**src/rtl/if_fetch_stage.sv**
```systemverilog
// Instruction-fetch stage: PC, IF/ID pipeline register and a req/ack imem fetch FSM
// with hold buffer for stalled acks and a drain state for branches with a request in flight.
module if_fetch_stage #(
  parameter int unsigned                ADDR_WIDTH  = 32,
  parameter int unsigned                INSTR_WIDTH = 32,
  parameter logic [ADDR_WIDTH-1:0]      RESET_PC    = '0,
  parameter logic [INSTR_WIDTH-1:0]     NOP_INSTR   = '0
) (
  input  logic                   clk,
  input  logic                   reset,
  input  logic                   pcWrite,
  input  logic                   ifIdWrite,
  input  logic                   branchTaken,
  input  logic [ADDR_WIDTH-1:0]  branchTarget,
  output logic                   imemReq,
  output logic [ADDR_WIDTH-1:0]  imemAddr,
  input  logic                   imemAck,
  input  logic [INSTR_WIDTH-1:0] imemData,
  output logic [INSTR_WIDTH-1:0] ifIdInstr,
  output logic [ADDR_WIDTH-1:0]  ifIdPcPlus4,
  output logic                   ifIdValid,
  output logic                   fetchStall
);

  typedef enum logic [1:0] {IDLE, FETCH, HOLD, DRAIN} state_t;

  state_t                 state;
  logic [ADDR_WIDTH-1:0]  pc;
  logic [INSTR_WIDTH-1:0] holdBuf;
  logic [ADDR_WIDTH-1:0]  pcPlus4;
  logic [ADDR_WIDTH-1:0]  target;
  logic                   unusedTgtLsbs;

  assign pcPlus4       = pc + ADDR_WIDTH'(4);
  assign target        = {branchTarget[ADDR_WIDTH-1:2], 2'b00};
  assign unusedTgtLsbs = ^branchTarget[1:0];

  always_comb begin
    fetchStall = 1'b0;
    if (state == FETCH && !imemAck && ifIdWrite)
      fetchStall = 1'b1;
  end

  always_ff @(posedge clk) begin
    if (reset) begin
      state       <= IDLE;
      pc          <= RESET_PC;
      imemReq     <= 1'b0;
      imemAddr    <= RESET_PC;
      ifIdInstr   <= NOP_INSTR;
      ifIdPcPlus4 <= '0;
      ifIdValid   <= 1'b0;
      holdBuf     <= NOP_INSTR;
    end else if (branchTaken) begin
      pc        <= target;
      ifIdInstr <= NOP_INSTR;
      ifIdValid <= 1'b0;
      unique case (state)
        // An in-flight request cannot be aborted: let it complete in DRAIN and drop its data.
        FETCH: begin
          if (imemAck) begin
            imemAddr <= target;
          end else begin
            state <= DRAIN;
          end
        end
        DRAIN: state <= DRAIN;
        default: begin
          state    <= FETCH;
          imemReq  <= 1'b1;
          imemAddr <= target;
        end
      endcase
    end else begin
      unique case (state)
        IDLE: begin
          imemReq <= 1'b1;
          state   <= FETCH;
        end
        FETCH: begin
          if (imemAck) begin
            if (ifIdWrite) begin
              ifIdInstr   <= imemData;
              ifIdPcPlus4 <= pcPlus4;
              ifIdValid   <= 1'b1;
              if (pcWrite) begin
                pc       <= pcPlus4;
                imemAddr <= pcPlus4;
              end
            end else begin
              holdBuf <= imemData;
              imemReq <= 1'b0;
              state   <= HOLD;
            end
          end else if (ifIdWrite) begin
            ifIdInstr <= NOP_INSTR;
            ifIdValid <= 1'b0;
          end
        end
        // Once the buffered word is consumed, always refetch; PC advances only if allowed.
        HOLD: begin
          if (ifIdWrite) begin
            ifIdInstr   <= holdBuf;
            ifIdPcPlus4 <= pcPlus4;
            ifIdValid   <= 1'b1;
            imemReq     <= 1'b1;
            state       <= FETCH;
            if (pcWrite) begin
              pc       <= pcPlus4;
              imemAddr <= pcPlus4;
            end
          end
        end
        DRAIN: begin
          if (ifIdWrite) begin
            ifIdInstr <= NOP_INSTR;
            ifIdValid <= 1'b0;
          end
          if (imemAck) begin
            imemAddr <= pc;
            state    <= FETCH;
          end
        end
        default: state <= IDLE;
      endcase
    end
  end

endmodule
```
**config.mk**
```make
export PLATFORM = sky130hd
export DESIGN_NAME = if_fetch_stage
export DESIGN_NICKNAME = d
export VERILOG_FILES = /design/src/rtl/if_fetch_stage.sv
export SDC_FILE = /design/constraint.sdc
export NUM_CORES = 1
export LEC_CHECK = 0
export ABC_AREA = 1
export BUFFER_PORTS_ARGS = -buffer_cell sky130_fd_sc_hd__buf_2
export CAP_MARGIN = 20
export CORE_ASPECT_RATIO = 2
export CORE_UTILIZATION = 55
export DETAILED_ROUTE_END_ITERATION = 10
export PLACE_DENSITY = 0.89
export SLEW_MARGIN = 10
export SYNTH_ARGS = -nofsm -noshare
export SYNTH_HDL_FRONTEND = slang
export SYNTH_SLANG_ARGS = --single-unit
```
**constraint.sdc**
```tcl
create_clock -name clk -period 2 [get_ports clk]
set_input_delay 0.3 -clock clk [delete_from_list [all_inputs] [get_ports clk]]
set_output_delay 0.3 -clock clk [all_outputs]
set_load 0.005 [all_outputs]
```
==> impl_metrics.tcl, run 1 <==
set metrics [dict create \
    clock_latency_ns 0.43 \
    seq_area_frac_synth_pct 41.1 \
    track_usage_pct 33.4 \
    crit_fanout 6 \
    synth_compound_area_share_pct 22.2 \
    cts_buffer_depth 2 \
    skew_ns 0.0116 \
    ant_nets 0 \
    hold_path_depth 3 \
    maxSlewViolCount 0 \
    final_util_pct 69.7 \
    grt_use_met1_pct 33.0 \
    synth_top_family_by_area "simple AND/OR/NAND/NOR gates" \
    setup_ws_ns 0.0843 \
    hold_start "imemData[23]" \
    num_rows 60 \
    initial_core_util_pct 56.6 \
    cpMaxStageDelayCell "dfxtp_1" \
    synthXorXnorAreaFrac_pct 1.71 \
    fin_cells 1478 \
    r2r_slack_ns 0.08 \
    synthMuxAreaShare_pct 0.146 \
    cts_tree "built" \
    post-dp-hpwl_um 16900 \
    worstPathCellList "ha_1 > nand2_1 > nor2_4 > nand2_4 > nor2_4 > nand3_1 > nand2_1 > nand2_1 > nand2_1 > inv_1" \
    grt_pass1_wl_um 37700 \
    num-fill-cells 1188 \
    chipWidth_um 85.6 \
    cts_buffers 17 \
    synth_area_per_cell_um2 6.80 \
    netlist_area_um2 7700 \
    port_buffers 162 \
    grt_busiest_layer "met2" \
    worstPathRequired_ns 2.32 \
    drt_iter0_markers 584 \
    dp_slack_ns 0.116 \
    hp-class "in2reg" \
    finalCritPeriodShare_pct 95.8 \
    multi_input_area_um2 3930 \
    finalHoldViolations 0 \
    grt_max_degree 53 \
    cts_hold_buf 0 \
    dieArea_um2 14500 \
    regArea_um2 3160 \
    vias 8266 \
    yosysWarnings 0 \
    grt_pass1_vias 7938 \
    rsz0062_at_grt "false" \
    antenna_found_initial 0 \
    leakagePower_nw 4.36 \
    dp.cells 1446 \
    irDropWorstVdd_uv 613 \
    clock_sinks 158 \
    ys_ff_latch 158 \
    drive_above_1_share_pct 20.0 \
    cp.arrival_ns 2.24 \
    cp_num_buf_inv 1 \
    end_kind "flop" \
    whs_endpoint "holdBuf[23]$_SDFFE_PP0P_" \
    avgRoutedWirePerCell_um 16.1 \
    clkTransAtPathRegs_ns 0.07 \
    ys_types 37 \
    drv_cap 0 \
    synthAdderAreaFrac_pct 0.975 \
    syn2layout_area_growth_pct 23.0 \
    critPathMostFrequentCell "nand2_1" \
    drtPass1Iterations 7 \
    max_freq_mhz 522 \
    drt-total-wl_um 23700 \
    critPathMaxStageDelay_ns 0.43 \
    cts_root_buffer "clkbuf_16" \
    final-setup-viol-count 0 \
    worstSetupPathType "reg2reg" \
    drc 0 \
    whs_ns 0.146 \
    diodes 0 \
    fin_tns_setup_ns 0 \
    syn_inst 1131 \
    overflow 0 \
    die_h_um 169 \
    outcome "finished, final reports clean" \
    yosys.area_share.simple_pct 25.3 \
    start_kind "flop" \
    ff2ff_path_depth 10 \
    r2r_start "pc[2]$_SDFFE_PP0P_" \
    grt_util_met2_pct 59.9 \
    power_density_nw_per_um2 1030 \
    h-tree-depth 4 \
    globalRouteMet3Util_pct 5.64 \
    critPathTopFamily "simple AND/OR/NAND/NOR gates" \
    io_pins 169 \
    gp_congestion 0.998 \
    nets 1355 \
    r2r-end "ifIdPcPlus4[30]$_SDFFE_PP0P_" \
    core_area_um2 13600 \
    fin_crit_ns 1.92 \
    viasPerCell 5.59 \
]
worst min-delay path: cells and delay by family:
| family | cells | cell delay, ns |
|---|---|---|
| compound gates | 1 | 0.07 |
| buf+inv | 1 | 0.08 |
| simple gates | 1 | 0.08 |
registers in the layout, summed over array words and instances, names as in the netlist, named ones only:
name	count
ifIdPcPlus4	30
ifIdInstr	32
imemReq	1
holdBuf	32
imemAddr	30
pc	30
state	2
logic make-up (layout without fill, tap and decap cells):
| logic type | count (synthesis) | count (layout) |
|---|---|---|
| AND/OR/NAND/NOR | 481 | 481 |
| AO/OA/AOI/OAI | 314 | 314 |
| flip-flops | 158 | 158 |
| buffers and inverters | 155 | 313 |
| XOR/XNOR | 15 | 15 |
| adder cells (fa/ha/maj) | 6 | 6 |
| other | 1 | 4 |
| multiplexers | 1 | 1 |
cell usage after synthesis:
master,n,area [um^2]
a211oi_1,1,7.51
a21boi_0,1,7.51
a21o_1,4,30.0
a21oi_1,125,626
a22o_1,24,210
a311oi_1,1,8.76
a31oi_1,2,12.5
and2_1,2,12.5
buf_1,4,15.0
buf_2,26,130
buf_4,8,60.1
buf_6,1,11.3
clkbuf_1,32,120
conb_1,1,3.75
dfxtp_1,158,3160
ha_1,6,75.1
inv_1,77,289
inv_2,7,26.3
mux2_2,1,11.3
nand2_1,254,953
nand2_2,2,12.5
nand2_4,1,11.3
nand3_1,42,210
nand3_4,1,17.5
nor2_1,165,619
nor2_2,5,31.3
nor2_4,6,67.6
nor3_1,3,15.0
o211ai_1,4,30.0
o21a_1,1,7.51
o21ai_0,143,716
o21ai_1,5,25.0
o221ai_1,1,8.76
o22ai_2,1,12.5
o31ai_1,1,7.51
xnor2_1,1,8.76
xor2_1,14,123
repair_timing:
item / 4_1_cts / 5_1_grt
buffers inserted: 0 / 0
endpoints found under the setup margin: 0 / 65
resized for setup: 0 / 5
metal layers:
| layer | share of wire (%) | up-vias | wire length [um] |
|---|---|---|---|
| met3 | 5.8 | 134 | 1370 |
| li1 | - | 3970 | - |
| met5 | 0 | - | 0 |
| met1 | 34 | 3758 | 8000 |
| met2 | 52 | 404 | 12400 |
| met4 | 8.3 | 0 | 1970 |
metrics by stage:
stage               cell area (um^2)  power [W]
global route                    9470     0.0102
CTS                             9450    0.00973
floorplan                       7710    0.00519
detailed placement              8790    0.00611
global placement                8790    0.00605
finish                          9470    0.00972
report_power, final:
group | internal [W] | switching [W] | leakage [nW]
logic | 0.000863 | 0.00146 | 2.75
clock network | 0.00218 | 0.00145 | 0.320
registers | 0.00352 | 0.000256 | 1.29
total | 0.00656 | 0.00316 | 4.36
cells in the final DEF (no fill, tap or decap), types with 2 or more instances in the layout:
master,n
ha_1,4
inv_6,4
buf_2,162
inv_1,76
a21oi_1,125
nand2_1,254
xor2_1,12
a31oi_1,2
a21o_1,4
o21ai_1,6
buf_4,27
ha_2,2
nor2_1,165
nand2_2,2
inv_2,8
clkbuf_16,17
conb_1,4
nor2_2,5
a22o_1,24
nor3_1,3
buf_12,8
xor2_2,2
inv_8,4
nand3_1,42
o21ai_0,142
and2_1,2
dfxtp_1,158
o211ai_1,4
nor2_4,6
bufinv_16,4
layout make-up:
class | count | area share, %
clock buffer | 18 | 4.64
clock inverter | 14 | 2.29
inverter | 84 | 3.33
multi-input combinational | 821 | 41.5
sequential | 158 | 33.4
tap | 186 | 2.46
timing repair buffer | 197 | 12.4
how the worst max path moves through the flow:
stage | from | to | cells after the start
after floorplan | state[0]$_SDFFE_PP0P_ | ifIdInstr[10]$_SDFFE_PP0P_ | 6
after global placement | state[1]$_SDFFE_PP0P_ | ifIdInstr[8]$_SDFFE_PP0P_ | 10
after detailed placement | state[1]$_SDFFE_PP0P_ | ifIdInstr[0]$_SDFFE_PP0P_ | 10
after CTS | state[1]$_SDFFE_PP0P_ | imemAddr[13]$_SDFFE_PP0P_ | 10
after global routing | pc[2]$_SDFFE_PP0P_ | pc[18]$_SDFFE_PP0P_ | 8
final | pc[2]$_SDFFE_PP0P_ | ifIdPcPlus4[30]$_SDFFE_PP0P_ | 10
(Power assumes the default switching activity.)
==> run 2, diff against run 1 <==
--- a/config.mk
+++ b/config.mk
@@ -8,10 +8,14 @@
 export ABC_AREA = 1
 export BUFFER_PORTS_ARGS = -buffer_cell sky130_fd_sc_hd__buf_2
 export CAP_MARGIN = 20
+export CELL_PAD_IN_SITES_DETAIL_PLACEMENT = 2
+export CELL_PAD_IN_SITES_GLOBAL_PLACEMENT = 2
 export CORE_ASPECT_RATIO = 2
-export CORE_UTILIZATION = 55
+export CORE_UTILIZATION = 30
+export CTS_BUF_LIST = sky130_fd_sc_hd__clkbuf_2
 export DETAILED_ROUTE_END_ITERATION = 10
 export PLACE_DENSITY = 0.89
+export REMOVE_ABC_BUFFERS = 1
 export SLEW_MARGIN = 10
 export SYNTH_ARGS = -nofsm -noshare
 export SYNTH_HDL_FRONTEND = slang
==> run 2 against run 1 <==
The flow now finishes with violations (negative setup slack). Combinational power increased by 19%. Setup slack got worse by 0.091 ns. Final cell count increased by 15%. Critical path type is now reg2out. Worst hold slack got worse by 0.026 ns. Flip-flop and latch count unchanged. Register-to-register slack improved by 0.03 ns. Largest cell class unchanged. First-iteration DRC count decreased by 47%. Fmax decreased by 4.5%.
==> impl_metrics.tcl, run 2 (same netlist as run 1, synthesis figures left out) <==
set metrics [dict create \
    finalCritPeriodShare_pct 100 \
    die_h_um 229 \
    dp.cells 1602 \
    drive_above_1_share_pct 20.0 \
    tightest_slew_ns 0.600 \
    h-tree-depth 4 \
    critPathTopFamily "flip-flops" \
    cts_root_buffer "clkbuf_2" \
    ant_nets 0 \
    crit_fanout 3 \
    drtPass1Iterations 4 \
    initial_core_util_pct 30.6 \
    drv_cap 0 \
    drt-total-wl_um 34400 \
    seq_power_share_pct 45.4 \
    nets 1430 \
    cp.arrival_ns 1.71 \
    io_pins 169 \
    top_regs "holdBuf: 32 flops, ifIdInstr: 32 flops" \
    fin_crit_ns 2.01 \
    setup_ws_ns -0.00645 \
    critPathMaxStageDelay_ns 0.38 \
    start_kind "flop" \
    gp_congestion 0.908 \
    core_area_um2 25100 \
    mostFrequentLayoutCell "nand2_1" \
    fin_cells 1706 \
    final_util_pct 39.9 \
    outcome "finished, violations left" \
    p_clk_share_pct 21.7 \
    cts_buffers 17 \
    p_sw_w 0.00326 \
    worstPathRequired_ns 1.70 \
    placed_area_um2 9040 \
    leakagePower_nw 4.51 \
    rsz0062_at_grt "true" \
    switching_share_pct 38.8 \
    final-setup-viol-count 1 \
    overflow 0 \
    end_kind "output port" \
    cp_num_buf_inv 3 \
    dieArea_um2 26300 \
    violations "negative setup slack" \
    maxSlewViolCount 0 \
    clock_sinks 158 \
    hp-class "in2reg" \
    power_density_nw_per_um2 837 \
    syn2layout_area_growth_pct 30.2 \
    skew_ns 0.0371 \
    antenna_found_initial 3 \
    avgRoutedWirePerCell_um 20.1 \
    fin_area_um2 10000 \
    viasPerCell 5.17 \
    wirelength_met1_um 12300 \
    post-dp-hpwl_um 23200 \
    drt_iter0_markers 310 \
    worstPathCellList "inv_2 > ha_4 > inv_4 > nor3_2 > buf_2" \
    top_layer_used "met4" \
    drc 0 \
    grt_pass1_vias 10100 \
    final_cell_mix "nand2_1, nor2_1, buf_2, dfxtp_1, o21ai_0" \
    internal-power_w 0.00513 \
    finalHoldViolations 0 \
    chipWidth_um 115 \
    cts_buffer_depth 2 \
    cpMaxStageDelayCell "dfxtp_2" \
    slew_headroom_pct 60.0 \
    wl_met3_um 839 \
    clock_latency_ns 0.85 \
    track_usage_pct 27.1 \
    clkTransAtPathRegs_ns 0.24 \
    cts_tree "built" \
    grt_max_degree 79 \
    p_comb_share_pct 32.9 \
    irDropWorstVdd_uv 443 \
    grt_pass1_wl_um 54000 \
    num-fill-cells 3009 \
    max_freq_mhz 498 \
    port_buffers 162 \
    num_rows 82 \
    wl_met2_um 19600 \
    whs_ns 0.120 \
    worstSetupPathType "reg2out" \
    vias 8823 \
    r2r_slack_ns 0.11 \
]
## run 2: changes by cell type in the layout (fill, tap and decap cells not counted), moves of 2 or more
| cell | previous run | this run |
|---|---|---|
| buf_4 | 27 | 34 |
| bufinv_16 | 4 | 2 |
| clkbuf_16 | 17 | 0 |
| clkbuf_2 | 0 | 20 |
| clkinv_2 | 0 | 4 |
| clkinvlp_4 | 1 | 5 |
| dfxtp_1 | 158 | 154 |
| dfxtp_2 | 0 | 3 |
| diode_2 | 0 | 3 |
| dlygate4sd3_1 | 0 | 66 |
| ha_2 | 2 | 0 |
| inv_6 | 4 | 0 |
| inv_8 | 4 | 1 |
## run 2: metrics by stage
step                power [W]  worst slack (ns)  setup TNS (ns)
floorplan             0.00504             -1.10          -65.38
global route          0.00890            -0.190          -0.232
finish                0.00839          -0.00645        -0.00645
detailed placement    0.00638            0.0292               0
CTS                   0.00842            -0.109          -0.109
global placement      0.00624             0.162               0
## run 2: power groups by stage
stage / Combinational, W / Clock (W) / Sequential (W)
after floorplan: 0.00123 / 0 / 0.00381
after global placement: 0.00241 / 0 / 0.00383
after detailed placement: 0.00253 / 0 / 0.00385
after CTS: 0.00271 / 0.00191 / 0.00380
after global routing: 0.00302 / 0.00202 / 0.00385
final: 0.00276 / 0.00183 / 0.00381
## run 2: final cells by class
| cell class | count | area (um^2) | share of cell area, % |
|---|---|---|---|
| multi-input cells | 821 | 3960 | 39.5 |
| flip-flops and latches | 158 | 3170 | 31.6 |
| repair buffers | 272 | 1920 | 19.1 |
| well taps | 336 | 420 | 4.19 |
| inverters | 84 | 325 | 3.25 |
| clock inverters | 12 | 121 | 1.21 |
| clock buffers | 20 | 100 | 0.999 |
| diodes | 3 | 7.51 | 0.0749 |
## run 2: worst min-delay path, delay by kind of cell
| family | cells | cell delay, ns |
|---|---|---|
| buffers and inverters | 2 | 0.36 |
| AO/OA/AOI/OAI | 2 | 0.27 |
## run 2: path summary, 6_finish.rpt
| check | startpoint | end | cells after the start |
|---|---|---|---|
| worst max-delay path | state[1]$_SDFFE_PP0P_ | fetchStall | 5 |
| worst max register to register | state[1]$_SDFFE_PP0P_ | ifIdPcPlus4[16]$_SDFFE_PP0P_ | 8 |
| worst min register to register | holdBuf[0]$_SDFFE_PP0P_ | holdBuf[0]$_SDFFE_PP0P_ | 2 |
| worst min-delay path | imemAck | pc[3]$_SDFFE_PP0P_ | 4 |
## run 2: per-layer routing
layer	global-route usage, %	vias up
met5	0	-
met4	15.5	0
met2	53.0	212
met1	25.7	4409
li1	-	4111
met3	4.03	91
## run 2: repair_timing
action | in CTS | in global routing
endpoints found under the setup margin | 14 | 21
buffers inserted | 3 | 0
cloned | 0 | 0
hold buffers | 66 | 0
hold endpoints to repair | 151 | 0
gates resized for setup | 10 | 10
pin swaps | 1 | 1
